`config.mk`:
```
export PLATFORM = sky130hd
export DESIGN_NAME = imem_loader
export DESIGN_NICKNAME = d
export VERILOG_FILES = /design/src/rtl/imem_loader.sv
export SDC_FILE = /design/constraint.sdc
export NUM_CORES = 1
export LEC_CHECK = 0
export ABC_AREA = 1
export ABC_CLOCK_PERIOD_IN_PS = 2000
export CAP_MARGIN = 40
export CORE_UTILIZATION = 45
export CTS_CLUSTER_SIZE = 20
export DETAILED_ROUTE_END_ITERATION = 7
export GPL_TIMING_DRIVEN = 0
export PLACE_DENSITY = 0.68
export REMOVE_ABC_BUFFERS = 1
export SETUP_SLACK_MARGIN = 0.4
export SYNTH_ARGS = -nofsm -noshare
export SYNTH_HDL_FRONTEND = slang
export SYNTH_SLANG_ARGS = --single-unit
```
`constraint.sdc`:
```
create_clock -name clk -period 2 [get_ports clk]
set_clock_uncertainty 0.1 [all_clocks]
set_input_delay 0.4 -clock clk [delete_from_list [all_inputs] [get_ports clk]]
set_output_delay 0.4 -clock clk [all_outputs]
set_load 0.05 [all_outputs]
```
`src/rtl/imem_loader.sv`:
```
// Byte-stream boot loader: parses a framed, XOR-checksummed image and writes it
// word by word into instruction memory, holding the core in reset until it is valid.
module imem_loader #(
  parameter int         DATA_WIDTH  = 32,
  parameter int         DEPTH_WORDS = 1024,
  parameter logic [7:0] SYNC_BYTE   = 8'hA5
) (
  input  logic                  clk,
  input  logic                  rst,
  input  logic                  in_valid,
  input  logic [7:0]            in_data,
  output logic                  in_ready,
  output logic                  imem_we,
  output logic [DATA_WIDTH-1:0] imem_waddr,
  output logic [DATA_WIDTH-1:0] imem_wdata,
  output logic                  cpu_rst,
  output logic                  done,
  output logic                  err
);

  localparam int BYTES  = DATA_WIDTH / 8;
  localparam int BSEL_W = $clog2(BYTES);
  localparam int IDX_W  = 16;
  localparam logic [16:0]       DEPTH_LIM = 17'(DEPTH_WORDS);
  localparam logic [BSEL_W-1:0] LAST_BYTE = BSEL_W'(BYTES - 1);

  typedef enum logic [2:0] {
    S_IDLE, S_LEN0, S_LEN1, S_DATA, S_WRITE, S_CSUM, S_DONE, S_ERR
  } state_t;

  state_t                state_q, state_d;
  logic [IDX_W-1:0]      len_q, len_d;
  logic [IDX_W-1:0]      idx_q, idx_d;
  logic [BSEL_W-1:0]     bsel_q, bsel_d;
  logic [7:0]            xor_q, xor_d;
  logic [DATA_WIDTH-1:0] word_q, word_d;
  logic [DATA_WIDTH-1:0] waddr_q, waddr_d;
  logic [DATA_WIDTH-1:0] wdata_q, wdata_d;

  logic                  accept;
  logic [16:0]           len_new;
  logic [DATA_WIDTH-1:0] word_ins;

  // All handshake/status outputs are pure decodes of the registered state.
  assign in_ready   = (state_q != S_WRITE);
  assign imem_we    = (state_q == S_WRITE);
  assign cpu_rst    = (state_q != S_DONE);
  assign done       = (state_q == S_DONE);
  assign err        = (state_q == S_ERR);
  assign imem_waddr = waddr_q;
  assign imem_wdata = wdata_q;

  assign accept  = in_valid && in_ready;
  assign len_new = {1'b0, in_data, len_q[7:0]};

  always_comb begin
    word_ins = word_q;
    for (int b = 0; b < BYTES; b++) begin
      if (bsel_q == BSEL_W'(b)) word_ins[8*b +: 8] = in_data;
    end
  end

  always_comb begin
    state_d = state_q;
    len_d   = len_q;
    idx_d   = idx_q;
    bsel_d  = bsel_q;
    xor_d   = xor_q;
    word_d  = word_q;
    waddr_d = waddr_q;
    wdata_d = wdata_q;
    case (state_q)
      S_IDLE, S_DONE, S_ERR: begin
        if (accept && in_data == SYNC_BYTE) begin
          state_d = S_LEN0;
          idx_d   = '0;
          bsel_d  = '0;
          xor_d   = '0;
        end
      end
      S_LEN0: begin
        if (accept) begin
          len_d[7:0] = in_data;
          state_d    = S_LEN1;
        end
      end
      S_LEN1: begin
        if (accept) begin
          len_d = len_new[IDX_W-1:0];
          if (len_new > DEPTH_LIM)   state_d = S_ERR;
          else if (len_new == 17'd0) state_d = S_CSUM;
          else                       state_d = S_DATA;
        end
      end
      S_DATA: begin
        if (accept) begin
          word_d = word_ins;
          xor_d  = xor_q ^ in_data;
          bsel_d = bsel_q + 1'b1;
          if (bsel_q == LAST_BYTE) begin
            // Latch the write beat now so WRITE presents registered values.
            state_d = S_WRITE;
            wdata_d = word_ins;
            waddr_d = {{(DATA_WIDTH-IDX_W-BSEL_W){1'b0}}, idx_q, {BSEL_W{1'b0}}};
          end
        end
      end
      S_WRITE: begin
        idx_d   = idx_q + 1'b1;
        state_d = (idx_q + 1'b1 == len_q) ? S_CSUM : S_DATA;
      end
      S_CSUM: begin
        if (accept) state_d = (in_data == xor_q) ? S_DONE : S_ERR;
      end
      default: state_d = S_IDLE;
    endcase
  end

  always_ff @(posedge clk or negedge rst) begin
    if (!rst) begin
      state_q <= S_IDLE;
      len_q   <= '0;
      idx_q   <= '0;
      bsel_q  <= '0;
      xor_q   <= '0;
      word_q  <= '0;
      waddr_q <= '0;
      wdata_q <= '0;
    end else begin
      state_q <= state_d;
      len_q   <= len_d;
      idx_q   <= idx_d;
      bsel_q  <= bsel_d;
      xor_q   <= xor_d;
      word_q  <= word_d;
      waddr_q <= waddr_d;
      wdata_q <= wdata_d;
    end
  end

endmodule

```
=== Word-level counts from Yosys, hierarchy flattened ===
Index checks and enable logic that the tools add are counted.

* Bits in latches: 0
* Memory bits (read-only): 0
* RAM bits: 0
* Word-level logic and storage cells: 75
* Input bits: 11
* Memories kept: 0
* Register bits: 125
* Output and inout port bits: 69

* Divide/modulo/power cells: 0
* Mux-type cells: 25
* Order comparisons: 1
* $mul: 0
* Bitwise operators: 2
* Equality and inequality tests: 21
* Reduce and logical (&&, ||, !) cells: 15
* Add/sub/neg operators: 2
* Shift operators: 0

{| class="wikitable"
|+ Operator list
! cell !! count
|-
| two-way mux 8 bit || 7
|-
| one-hot mux 16 bit (2 select lines) || 1
|-
| one-hot mux 8 bit (2 select lines) || 2
|-
| two-way mux 3 bit || 9
|-
| one-hot mux 3 bit (6 select lines) || 1
|-
| zero test 17 bit || 1
|-
| adder 16 x 1 -> 16 bit (second input constant) || 1
|-
| == test 16 bit || 1
|-
| > comparator 16 x 11 -> 1 bit (second input constant) || 1
|-
| two-way mux 16 bit || 1
|-
| == test 3 bit (second input constant) || 4
|-
| != test 2 bit (second input constant) || 6
|-
| AND reduction 3 bit || 3
|-
| == test 8 bit || 1
|-
| == test 8 bit (second input constant) || 1
|-
| bitwise XOR 8 bit || 1
|-
| == test 3 x 2 -> 1 bit (second input constant) || 2
|-
| != test 3 bit (second input constant) || 2
|-
| AND reduction 2 bit || 3
|-
| AND reduction 6 bit || 1
|-
| == test 2 bit (second input constant) || 2
|-
| two-way mux 2 bit || 2
|-
| one-hot mux 2 bit (2 select lines) || 1
|-
| nonzero test 2 bit || 2
|-
| other kinds (9) || 10
|}

=== Logic depth before layout (Yosys ltp) ===
* Word-level depth: 5
* Gate-level depth with buffers: 16
* Mapped depth without buffers: 16

=== Least setup slack after synthesis ===
OpenSTA, ideal clock, no wires.

* Path type: flip-flop to flip-flop
* From: reg state_q[1]
* To: reg idx_q[11]
* Data arrival time: 2.081 ns
* Data required time: 1.767 ns
* Slack: -0.313 ns
* Cell stages (with the launch flop): 8
* Path buffers: 1
* Clock period less this slack: 2.313 ns
* Cells stage by stage: dfrtp_1 -> nor2_1 -> nand2_1 -> inv_1 -> nand2_1 -> nand2_1 -> buf_2 -> o22ai_1

* Cells in the longest elaborated chain, start to end: 5

{| class="wikitable"
|+ Ends and longest elaborated chain
! element !! line !! RTL
|-
| start: declaration || 31 || <nowiki>state_t state_q, state_d;</nowiki>
|-
| start signal: assignment || 130 || <nowiki>state_q <= state_d;</nowiki>
|-
| != test 3 bit || 45 || <nowiki>assign in_ready = (state_q != S_WRITE);</nowiki>
|-
| via in_ready || 12 || <nowiki>output logic in_ready,</nowiki>
|-
| logical AND 1 bit || 53 || <nowiki>assign accept = in_valid && in_ready;</nowiki>
|-
| logical AND 1 bit || 74 || <nowiki>if (accept && in_data == SYNC_BYTE) begin</nowiki>
|-
| != test 2 bit (no line) || - ||
|-
| AND reduction 2 bit (no line) || - ||
|-
| end signal: assignment || 132 || <nowiki>idx_q <= idx_d;</nowiki>
|-
| end: declaration || 33 || <nowiki>logic [IDX_W-1:0] idx_q, idx_d;</nowiki>
|}

The timed path passes the listed nets, and every way through them passes these cells.
A chain may end at the register's enable or synchronous reset.

=== Final worst setup path ===
* From: reg idx_q[0]
* To: reg idx_q[8]

* Cells in the longest elaborated chain, start to end: 2

{| class="wikitable"
|+ Ends and longest elaborated chain
! element !! line !! RTL
|-
| adder 16 x 1 -> 16 bit || 109 || <nowiki>idx_d = idx_q + 1'b1;</nowiki>
|-
| one-hot mux 16 bit (2 select lines) || 72 || <nowiki>case (state_q)</nowiki>
|}

Every way passes these cells.

==> out/results.ini <==
[cells_and_area]
nets=854
area.growth.synth_to_final_pct=27.6
multi_input_area_um2=2610
antenna_cells=0
nFillCells=1142
drive_above_1_share_pct=18.6
final_common_cell=nand2_1
final-seq-area_um2=2930
mostFrequentLayoutCells=239 x nand2_1, 115 x dfrtp_1, 92 x o21ai_0

[global_routing]
grt_pass1_wl_mm=23.3
track_usage_pct=22.4
grt_pass1_vias=5018
grt_max_degree=80
gr-total-overflow=0
antenna_found_initial=0

[synth]
synth_area_um2=5890
yosys_register_bits=117
yosysSeqAreaShare_pct=49.7
synth_cell_type_count=31
yosysWarnings=0
syn_avg_cell_area_um2=7.79
synthCells=756

[drt]
drt_wl_total_mm=14.2
drc=0
drt_iter0_drc=368
viasPerCell=5.06
wire_per_inst_um=13.9
vias=5166
ant_nets=0
dr.pass1.iters=5

[sta]
slew_headroom_pct=63.5
final_critical_path_setup_slack_ns=-0.0906
setup_tns_ns=-0.236
clock.fmax_mhz=478
final_hold_viol_count=0
final_max_slew_viol_count=0
fin_crit_ns=2.09
tightest_slew_ns=0.547
period_share_pct=105
rsz0062_at_grt=yes
final-setup-viol-count=3

[place]
portBuffers=63
gp_congestion=0.930
place_hpwl_mm=9.13

[run]
drv_cap=0

[setup_path]
end_kind=flip-flop
path_max_fanout=7
cp_data_arrival_time_ns=2.28
crit_type=flip-flop to flip-flop
reg2reg_depth=12
startpoint_type=flip-flop
worstPathRequired_ns=2.19

[clock_network]
clock-sinks=117
htreeDepth=4
cts_tree=done
cts-root-buf=clkbuf_16
tritoncts.num_buffers=17
cts_buffer_depth=2
clkTransAtPathRegs_ns=0.05
insertion_delay_ns=0.42

[pwr]
pwr-share-comb_pct=31.9
power_frac_clock_pct=34.3
seq_power_share_pct=33.8
peakVddDrop_v=0.000760
power_switching_w=0.00379
p_leak_nw=3.89
internal_power_w=0.00684
p_per_area_nw_per_um2=1410
swShare_pct=35.6
total_power_w=0.0106

[floorplan]
start_util_pct=46.5
die_x_um=116
die_h_um=116
row_count=41
ios=80
die-area_um2=13500
core_area_um2=12700

[run_status]
violations=negative setup slack
outcome=finished, violations left

[worst_hold_path]
hp-class=primary input to async pin

[per-layer routing]
metal / part of all wire, % / track usage (%)
met1: 44 / 26.7
met2: 50 / 38.3
met3: 4.0 / 5.55
met4: 2.0 / 10.1
met5: 0 / 0
[cells by family after synthesis]
logic type,Yosys count,share of synthesized area (%)
and+or+nand+nor,366,26.1
buffers and inverters,135,9.84
AOI/OAI and AO/OA,117,10.4
DFF,117,49.7
xor gates and xnor gates,14,2.55
adders and majority gates,6,1.27
other,1,0.0637
[power by group through the flow]
stage	Combinational, W	Sequential, W	Clock [W]
5_1_grt	0.00383	0.00367	0.00380
3_5_place_dp	0.00305	0.00360	0
3_3_place_gp	0.00289	0.00357	0
2_1_floorplan	0.00216	0.00362	0
6_report	0.00339	0.00360	0.00364
4_1_cts	0.00318	0.00358	0.00369
[final cells by class]
cell class | instances | area share, %
clock buffer | 22 | 6.44
multi-input combinational | 520 | 34.7
sequential | 117 | 39.0
clock inverter | 9 | 2.93
timing repair buffer | 93 | 9.56
tap | 172 | 2.86
inverter | 88 | 4.56
[state kept, by name, summed over array words and instances, names as in the netlist]
signal and count:
bsel_q 2, state_q 3, imem_waddr 16, xor_q 8, len_q 16, idx_q 16
word_q 24, imem_wdata 32
[worst max-delay path, stage by stage (launching register included)]
cell and delay (ns):
dfrtp_1 0.41, ha_4 0.19, nand2_4 0.06, nor2_4 0.20
buf_4 0.16, nand3_2 0.07, buf_4 0.15, buf_4 0.12
buf_4 0.12, buf_4 0.12, buf_4 0.12, nand2_1 0.07
o22ai_1 0.08
[synth_stat cells, drive strengths merged]
library cell  instances  area share, %
nand4                15            1.6
nor3                  5           0.51
dfrtp               117             50
a32o                  1           0.17
buf                  28            3.0
inv                  87            5.5
nor4                  2           0.21
nand3b                2           0.25
o21ai                97            8.2
ha                    6            1.3
conb                  1          0.064
nor2                 55            4.3
a21oi                 5           0.49
clkinv                1          0.064
clkbuf               19            1.2
xnor2                 1           0.15
nand2               254             16
xor2                 11            1.6
nand3                32            2.7
xnor3                 2           0.76
or2                   1           0.11
o2111ai               1           0.15
o22ai                13            1.4
[path summary, 6_finish.rpt]
| check | start | slack, ns | endpoint |
|---|---|---|---|
| min in group clk | imem_waddr[5] | 0.37 | imem_waddr[5] |
| worst max register to register | idx_q[0] | -0.09 | idx_q[8] |
| worst max-delay path | idx_q[0] | -0.09 | idx_q[8] |
| max in group asynchronous | rst | 0.73 | word_q[20] |
| worst min-delay path | rst | 0.36 | idx_q[6] |
| worst min register to register | imem_waddr[5] | 0.37 | imem_waddr[5] |
[repair_timing]
action / in CTS / in global routing
gates resized for setup: 182 / 74
buffers inserted: 11 / 13
endpoints found under the setup margin: 164 / 154
gates cloned: 2 / 0
hold buffers: 1 / 0
hold endpoints to repair: 38 / 0
pin swaps: 14 / 14
[stage by stage]
step	hold slack (ns)	cells	instance area (um^2)	setup slack, ns	utilization (%)
floorplan	0.00441	724	5700	-1.38	-
global placement	0.364	959	6540	-4.08	51.6
detailed placement	0.233	963	6640	-0.637	52.4
CTS	0.366	1008	7430	0.0199	58.7
global route	0.380	1021	7520	-0.212	59.3
finish	0.357	1021	7520	-0.0906	59.3
(Power assumes the default switching activity.)
